--- src/rtl/seg7_scan_ctrl.sv ---
// seg7_scan_ctrl: time-multiplexed driver for an 8-digit common-anode
// seven-segment display. It latches a 32-bit word from the bus decoder and
// scans one hex nibble per digit, with optional leading-zero blanking.
//
// Ports:
//   clk          system clock
//   rstn         synchronous active-low reset
//   seg7_we      write strobe, loads cpuseg7_data
//   cpuseg7_data word to display
//   blank_en     leading-zero blanking enable (sampled every edge)
//   disp_an_o    active-low one-hot digit anodes, bit 0 = rightmost digit
//   disp_seg_o   active-low segments, bit0=a .. bit6=g, bit7=dp (always off)
//   seg7_data_o  currently latched display word
module seg7_scan_ctrl #(
  parameter int unsigned SCAN_DIV = 50000
) (
  input  logic        clk,
  input  logic        rstn,
  input  logic        seg7_we,
  input  logic [31:0] cpuseg7_data,
  input  logic        blank_en,
  output logic [7:0]  disp_an_o,
  output logic [7:0]  disp_seg_o,
  output logic [31:0] seg7_data_o
);

  localparam int unsigned DIV_W = (SCAN_DIV > 2) ? $clog2(SCAN_DIV) : 1;

  logic [31:0]      r_data;
  logic [DIV_W-1:0] r_div;
  logic [2:0]       r_idx;
  logic [7:0]       r_an;
  logic [7:0]       r_seg;

  logic [2:0]       w_hi;
  logic [3:0]       w_nib;
  logic [7:0]       w_seg;

  // Hex nibble to active-high gfedcba pattern.
  function automatic logic [6:0] f_decode(input logic [3:0] n);
    logic [6:0] c;
    case (n)
      4'h0: c = 7'h3F;
      4'h1: c = 7'h06;
      4'h2: c = 7'h5B;
      4'h3: c = 7'h4F;
      4'h4: c = 7'h66;
      4'h5: c = 7'h6D;
      4'h6: c = 7'h7D;
      4'h7: c = 7'h07;
      4'h8: c = 7'h7F;
      4'h9: c = 7'h6F;
      4'hA: c = 7'h77;
      4'hB: c = 7'h7C;
      4'hC: c = 7'h39;
      4'hD: c = 7'h5E;
      4'hE: c = 7'h79;
      default: c = 7'h71;
    endcase
    return c;
  endfunction

  // Index of the highest nonzero nibble; stays 0 for an all-zero word so
  // digit 0 is never blanked.
  always_comb begin
    w_hi = 3'd0;
    for (int i = 0; i < 8; i++) begin
      if (r_data[4*i +: 4] != 4'd0) w_hi = 3'(i);
    end
  end

  // Segment pattern for the digit currently selected by r_idx.
  always_comb begin
    w_nib = r_data[{r_idx, 2'b00} +: 4];
    if (blank_en && (r_idx > w_hi)) w_seg = 8'hFF;
    else                            w_seg = ~{1'b0, f_decode(w_nib)};
  end

  // Data latch, scan divider/digit index and registered display outputs.
  always_ff @(posedge clk) begin
    if (!rstn) begin
      r_data <= 32'd0;
      r_div  <= '0;
      r_idx  <= 3'd0;
      r_an   <= 8'hFF;
      r_seg  <= 8'hFF;
    end else begin
      if (seg7_we) r_data <= cpuseg7_data;
      if (r_div == DIV_W'(SCAN_DIV - 1)) begin
        r_div <= '0;
        r_idx <= r_idx + 3'd1;
      end else begin
        r_div <= r_div + DIV_W'(1);
      end
      r_an  <= ~(8'b1 << r_idx);
      r_seg <= w_seg;
    end
  end

  assign disp_an_o   = r_an;
  assign disp_seg_o  = r_seg;
  assign seg7_data_o = r_data;

endmodule

--- config.mk ---
export PLATFORM = sky130hd
export DESIGN_NAME = seg7_scan_ctrl
export DESIGN_NICKNAME = d
export VERILOG_FILES = /design/src/rtl/seg7_scan_ctrl.sv
export SDC_FILE = /design/constraint.sdc
export NUM_CORES = 1
export LEC_CHECK = 0
export CORE_MARGIN = 3
export CORE_UTILIZATION = 40
export DETAILED_ROUTE_END_ITERATION = 8
export GPL_TIMING_DRIVEN = 0
export PLACE_DENSITY = 0.68
export REMOVE_ABC_BUFFERS = 1
export SLEW_MARGIN = 20
export SYNTH_ARGS = -nofsm -noshare
export SYNTH_HDL_FRONTEND = slang
export SYNTH_SLANG_ARGS = --single-unit
--- constraint.sdc ---
create_clock -name clk -period 3 [get_ports clk]
set_input_delay 0.6 -clock clk [delete_from_list [all_inputs] [get_ports clk]]
set_output_delay 0.6 -clock clk [all_outputs]
set_load 0.05 [all_outputs]
# After elaboration in Yosys (flattened, before gate mapping)
# Memories as Yosys holds them, arrays and structs flattened.
# Index checks and enable logic that the tools add are counted.
dict set report totals {
  wordCells 33
  mem_bits_ro 112
  inputBits 36
  n_memories 1
  reg_bits 67
  out_inout_bits 48
}
dict set report op_classes {
  n_mux 8
  bitwise 3
  n_addsub 2
  n_shift 2
  n_reduce_logical 10
  order_cmp 1
  n_eq_ne 1
}
# memory words width rd rd_clocked_by_memory_dff wr line
set memory_table {}
lappend memory_table {{(name not given)} 16 7 1 0 0 42} ;# case (n)
# operator count
set op_table {}
lappend op_table {{$shiftx 32x6->4} 1}
lappend op_table {{$reduce_bool 4->1} 7}
lappend op_table {{$mux 3} 6}
lappend op_table {{$add 16x1->16 const B} 1}
lappend op_table {{$eq 16x16->1 const B} 1}
lappend op_table {{$not 7->8} 1}
lappend op_table {{$not 8->8} 1}
lappend op_table {{$shl 1x3->8 const A} 1}
lappend op_table {{$mux 7} 1}
lappend op_table {{$reduce_or 2->1} 2}
lappend op_table {{$add 3x1->3 const B} 1}
lappend op_table {{$gt 3x3->1} 1}
lappend op_table {{$logic_and 1x1->1} 1}
lappend op_table {{$mux 1} 1}
lappend op_table {{$not 1->1} 1}

# Depth between registers and ports, before layout
dict set report depth {
  word_depth 12
  mapped_depth 11
  mapped_depth_nobuf 11
}

# Worst setup path after synthesis
# No wires, ideal clock.
dict set report synth_path {
  path_type {register to register}
  start {reg r_data[22], in the netlist seg7_data_o[22]}
  end {reg r_seg[0], in the netlist disp_seg_o[0]}
  period_less_slack_ps 2600
  setup_ps 86
  required_time_ps 2914
  path_buffers 0
  t_arrival_ps 2515
  path_slack_ps 400
  path_stages_with_launch 10
  cell_sequence {dfxtp_1 or4_1 nand2b_1 a21oi_1 nor2_1 ha_1 and3_1 o31a_1 and4_1 a211oi_1}
}
dict set report synth_via {
  elab_chain_len 7
  elab_cells_between_ends 11
  cone_classes {order compare: 1; shift: 1; mux: 4; bitwise: 1; reduce/logical: 3; memory: 1}
}
# item line
set synth_lines {}
lappend synth_lines {{start: declaration} 29} ;# logic [31:0] r_data;
lappend synth_lines {{start signal: assignment} 88} ;# if (seg7_we) r_data <= cpuseg7_data;
lappend synth_lines {{parallel branches: the longest is 7 deep, another holds $mem_v2 16x7} -}
lappend synth_lines {{end signal: assignment} 96} ;# r_seg <= w_seg;
lappend synth_lines {{end: declaration} 33} ;# logic [7:0] r_seg;
# Several ways; the timed one is not identified. The select of a mux whose other input is x is not followed.
# A chain may end at the register's enable or synchronous reset.

# Worst setup path after layout
dict set report layout_path {
  start {reg r_idx[0]}
  end {reg r_seg[3], in the netlist disp_seg_o[3]}
}
dict set report layout_via {
  elab_chain_len 4
  elab_cells_between_ends 7
  cone_classes {order compare: 1; shift: 1; mux: 1; bitwise: 1; reduce/logical: 2; memory: 1}
}
# item line
set layout_lines {}
lappend layout_lines {{start: declaration} 31} ;# logic [2:0] r_idx;
lappend layout_lines {{start signal: assignment} 91} ;# r_idx <= r_idx + 3'd1;
lappend layout_lines {{$shiftx 32x6->4} 74} ;# w_nib = r_data[{r_idx, 2'b00} +: 4];
lappend layout_lines {{$mem_v2 16x7} -}
lappend layout_lines {{$mux 7} 75} ;# if (blank_en && (r_idx > w_hi)) w_seg = 8'hFF;
lappend layout_lines {{$not 7->8} 76} ;# else w_seg = ~{1'b0, f_decode(w_nib)};
# Several ways; a longest one is shown, not always the timed one. The select of a mux whose other input is x is not followed.

==> metrics.md <==
| Metric | Value |
|---|---|
| Status | complete, no violations |
| Post-synth EDFFs | 0 |
| Hold endpoint | r_div[0] |
| Fraction of layout cells with a size suffix above 1 | under 10% |
| Cell area after layout | 4233 sq um |
| Clk buf depth | 2 |
| Setup Skew | 0.007301 ns |
| Vias in the first global route | roughly 2400 |
| Syn Area/Cell | about 10 sq um |
| Slowest cell delay on critical path | 0.85 ns |
| Reg2Reg Depth | 7 |
| Slew headroom | 46.36% |
| Gpl congestion | 0.8497 |
| Largest net degree at the start of global routing | 47 |
| Yosys warning count | 0 |
| Std cell rows | 31 |
| CTS root buffer | clkbuf_8 |
| Initial DRC Count | 40 |
| Setup slack, reg-to-reg | approximately 0.26 ns |
| Synth Cell Area | around 3100 sq um |
| Final Hold Fails | 0 |
| Worst Hold Depth | 1 |
| Worst-path clk slew | ~0.070 ns |
| Slowest stage cell, crit path | dfxtp_1 |
| Initial antenna violation count | 0 |
| Pwr Total | between 0.002 and 0.0025 W |
| Top delay family on crit path | multiplexers |
| Tmin final | 2.741 ns |
| Post-Layout Cell Count | just under 500 |
| Final setup violation count | 0 |
| Layout area overhead | 34.51% |
| # resized after CTS | 0 |
| DRT Wirelength | about 7000 um |
| Final worst-path cycle share | about nine tenths |
| RSZ-0062 raised after global routing | false |
| Die Y | about 95 um |
| Detailed placer's ending HPWL | just over 5000 um |
| Most common cell after layout, fill and taps aside | clkdlybuf4s50_1 |
| Startpoint types | flip-flop |
| CP startpoint | r_idx[0] |
| Leak | 1.682 nW |
| Buffers & Inverters on Critical Path | 1 |
| Hold-fix buffers at CTS | 0 |
| Die Wd | approximately 95 um |
| P_sw | between 0.0006 and 0.0007 W |
| Initial core utilization | about 42% |
| I/O Buffers | 82 |
| Multi-input gate area | 1709 sq um |
| Share of synthesized registers carrying an async set or reset | 0% |
| Combinational share of power | a little under a fifth |
| Pwr Density | about 500 nW/um^2 |
| Max FO, Critical Path | 14 |
| Cts bufs inserted | 9 |
| CP cell instances | mux4_2, mux2_4, inv_1, ha_1, nor3_1, a21oi_1, a32oi_1 |
| Synth Register Bits | 66 |
| Ys flop type | dfxtp_1 |
| Routed via count | ~2400 |
| Setup crit end kind | flip-flop |
| TritonCTS clock tree | built |
| Total of fill cells in the finished design | between 600 and 700 |
| Worst Path Class, Setup | flip-flop to flip-flop |
| Peak supply drop | 0.0002893 V |
| Hold Crit Start | r_div[0] |
| End of the worst register-to-register path | disp_seg_o[3] |
| Crit path arrival time | ~3.0 ns |
| Commonest non-fill, non-tap cells in the layout | clkdlybuf4s50_1 (80), dfxtp_1 (66), mux2i_1 (38), nor2b_1 (38), nor2_1 (21) |
| P_int | around 0.0016 W |
| Core area | about 7400 sq um |
| Clock Latency Late Sink | 0.34 ns |
| Drt first pass iters | 4 |
| Reg area | 1321 sq um |
| Total Routing Usage GR | about 17% |
| Die area | 8967 sq um |
| Final Core Density | roughly 57% |
| Cells after Synth | 310 |
| Remaining DRCs | 0 |
| Clock power frac | a little under two fifths |
| Part of the Yosys area used for sequential elements | 41.99% |
| Post-Place Cells | 476 |
| Achievable clock frequency | 364.8 MHz |
| Post-CTS Repair Setup Buffers | 0 |
| Switching share of total power | roughly 28% |
| WL/cell | 14.28 um |
| GRT Residual Overflow | 0 |
| Total I/O pin count | 84 |
| Hold Crit Class | flip-flop to flip-flop |
| Antenna Nets Post-Route | 0 |
| Seq pwr share | a little over two fifths |
| Setup TNS | 0 ns |
| Placed standard-cell area | around 4000 sq um |
| Critical Path RT | 3.26 ns |
| First-pass GRT wire length | 11710 um |
| Clock sinks | 66 |
| Yosys cell types | 46 |
| Vias per cell | 4.900 |
| Number of diodes | 0 |
| Worst-Margin Slew | between 0.8 and 0.9 ns |
| Worst flop-to-flop path startpoint | r_idx[0] |
| Final slew viol count | 0 |
| Max-Cap Viols | 0 |
| Nets@finish | 440 |
| H-tree levels | 3 |
## how the worst max path moves through the flow
stage / endpoint / slack (ns) / cells past startpoint
detailed placement: disp_seg_o[3] / 0.27 / 7
global route: disp_seg_o[0] / 0.06 / 10
floorplan: disp_seg_o[0] / 0.40 / 9
global placement: r_div[6] / 0.02 / 3
CTS: disp_seg_o[3] / 0.23 / 7
finish: disp_seg_o[3] / 0.26 / 7
## metrics by stage
stage	hold slack [ns]	setup slack, ns
final	0.4789	0.2590
after global routing	0.4826	0.05804
after CTS	0.4747	0.2284
after detailed placement	0.4644	0.2747
after global placement	0.4322	0.02493
after floorplan	0.4175	0.3996
## flip-flops by register name, indices dropped and copies added, names as in the netlist
signal,flops
seg7_data_o,32
r_div,16
disp_an_o,8
disp_seg_o,7
r_idx,3
## per-layer routing
layer	track usage, %	up-vias	share of wire (%)
li1	-	1226	-
met1	21.96	1106	47
met2	24.96	69	44
met3	5.976	10	7.0
met4	6.851	0	1.6
met5	0	-	0
## synth_stat cells (5+ instances only)
library cell,n,area (sq um)
dfxtp_1,66,1321
mux2i_1,38,380.4
nor2b_1,38,237.7
nor2_1,21,78.83
nand2_1,18,67.56
ha_1,16,200.2
nand3_1,10,50.05
xor2_1,8,70.07
inv_1,7,26.28
nor4_1,7,43.79
xnor2_1,7,61.31
clkbuf_1,6,22.52
mux4_2,6,135.1
nor3_1,5,25.02
## cell type report
cell class / count / share of cell area [%]
multi-input cells: 220 / 40.38
flip-flops and latches: 66 / 31.21
repair buffers: 83 / 19.63
clock buffers: 10 / 3.015
well taps: 99 / 2.926
clock inverters: 6 / 2.128
inverters: 8 / 0.7094
## logic make-up after synthesis
| group | count (synthesis) | share of synthesized area [%] |
|---|---|---|
| AO/OA/AOI/OAI | 21 | 4.653 |
| XOR/XNOR | 15 | 4.175 |
| adder cells (fa/ha/maj) | 16 | 6.362 |
| buffers and inverters | 24 | 3.697 |
| flip-flops | 66 | 41.99 |
| multiplexers | 49 | 18.77 |
| other | 1 | 0.1192 |
| AND/OR/NAND/NOR | 118 | 20.24 |
## power groups by stage
| stage | Clock, W | Sequential (W) | Combinational [W] |
|---|---|---|---|
| after floorplan | 0 | 0.00108 | 0.000118 |
| after global placement | 0 | 0.000969 | 0.000397 |
| after detailed placement | 0 | 0.000969 | 0.000399 |
| after CTS | 0.000838 | 0.000949 | 0.000401 |
| after global routing | 0.000872 | 0.000955 | 0.000424 |
| final | 0.000816 | 0.000949 | 0.000398 |
Note: power is estimated with default switching activity, not from simulation.
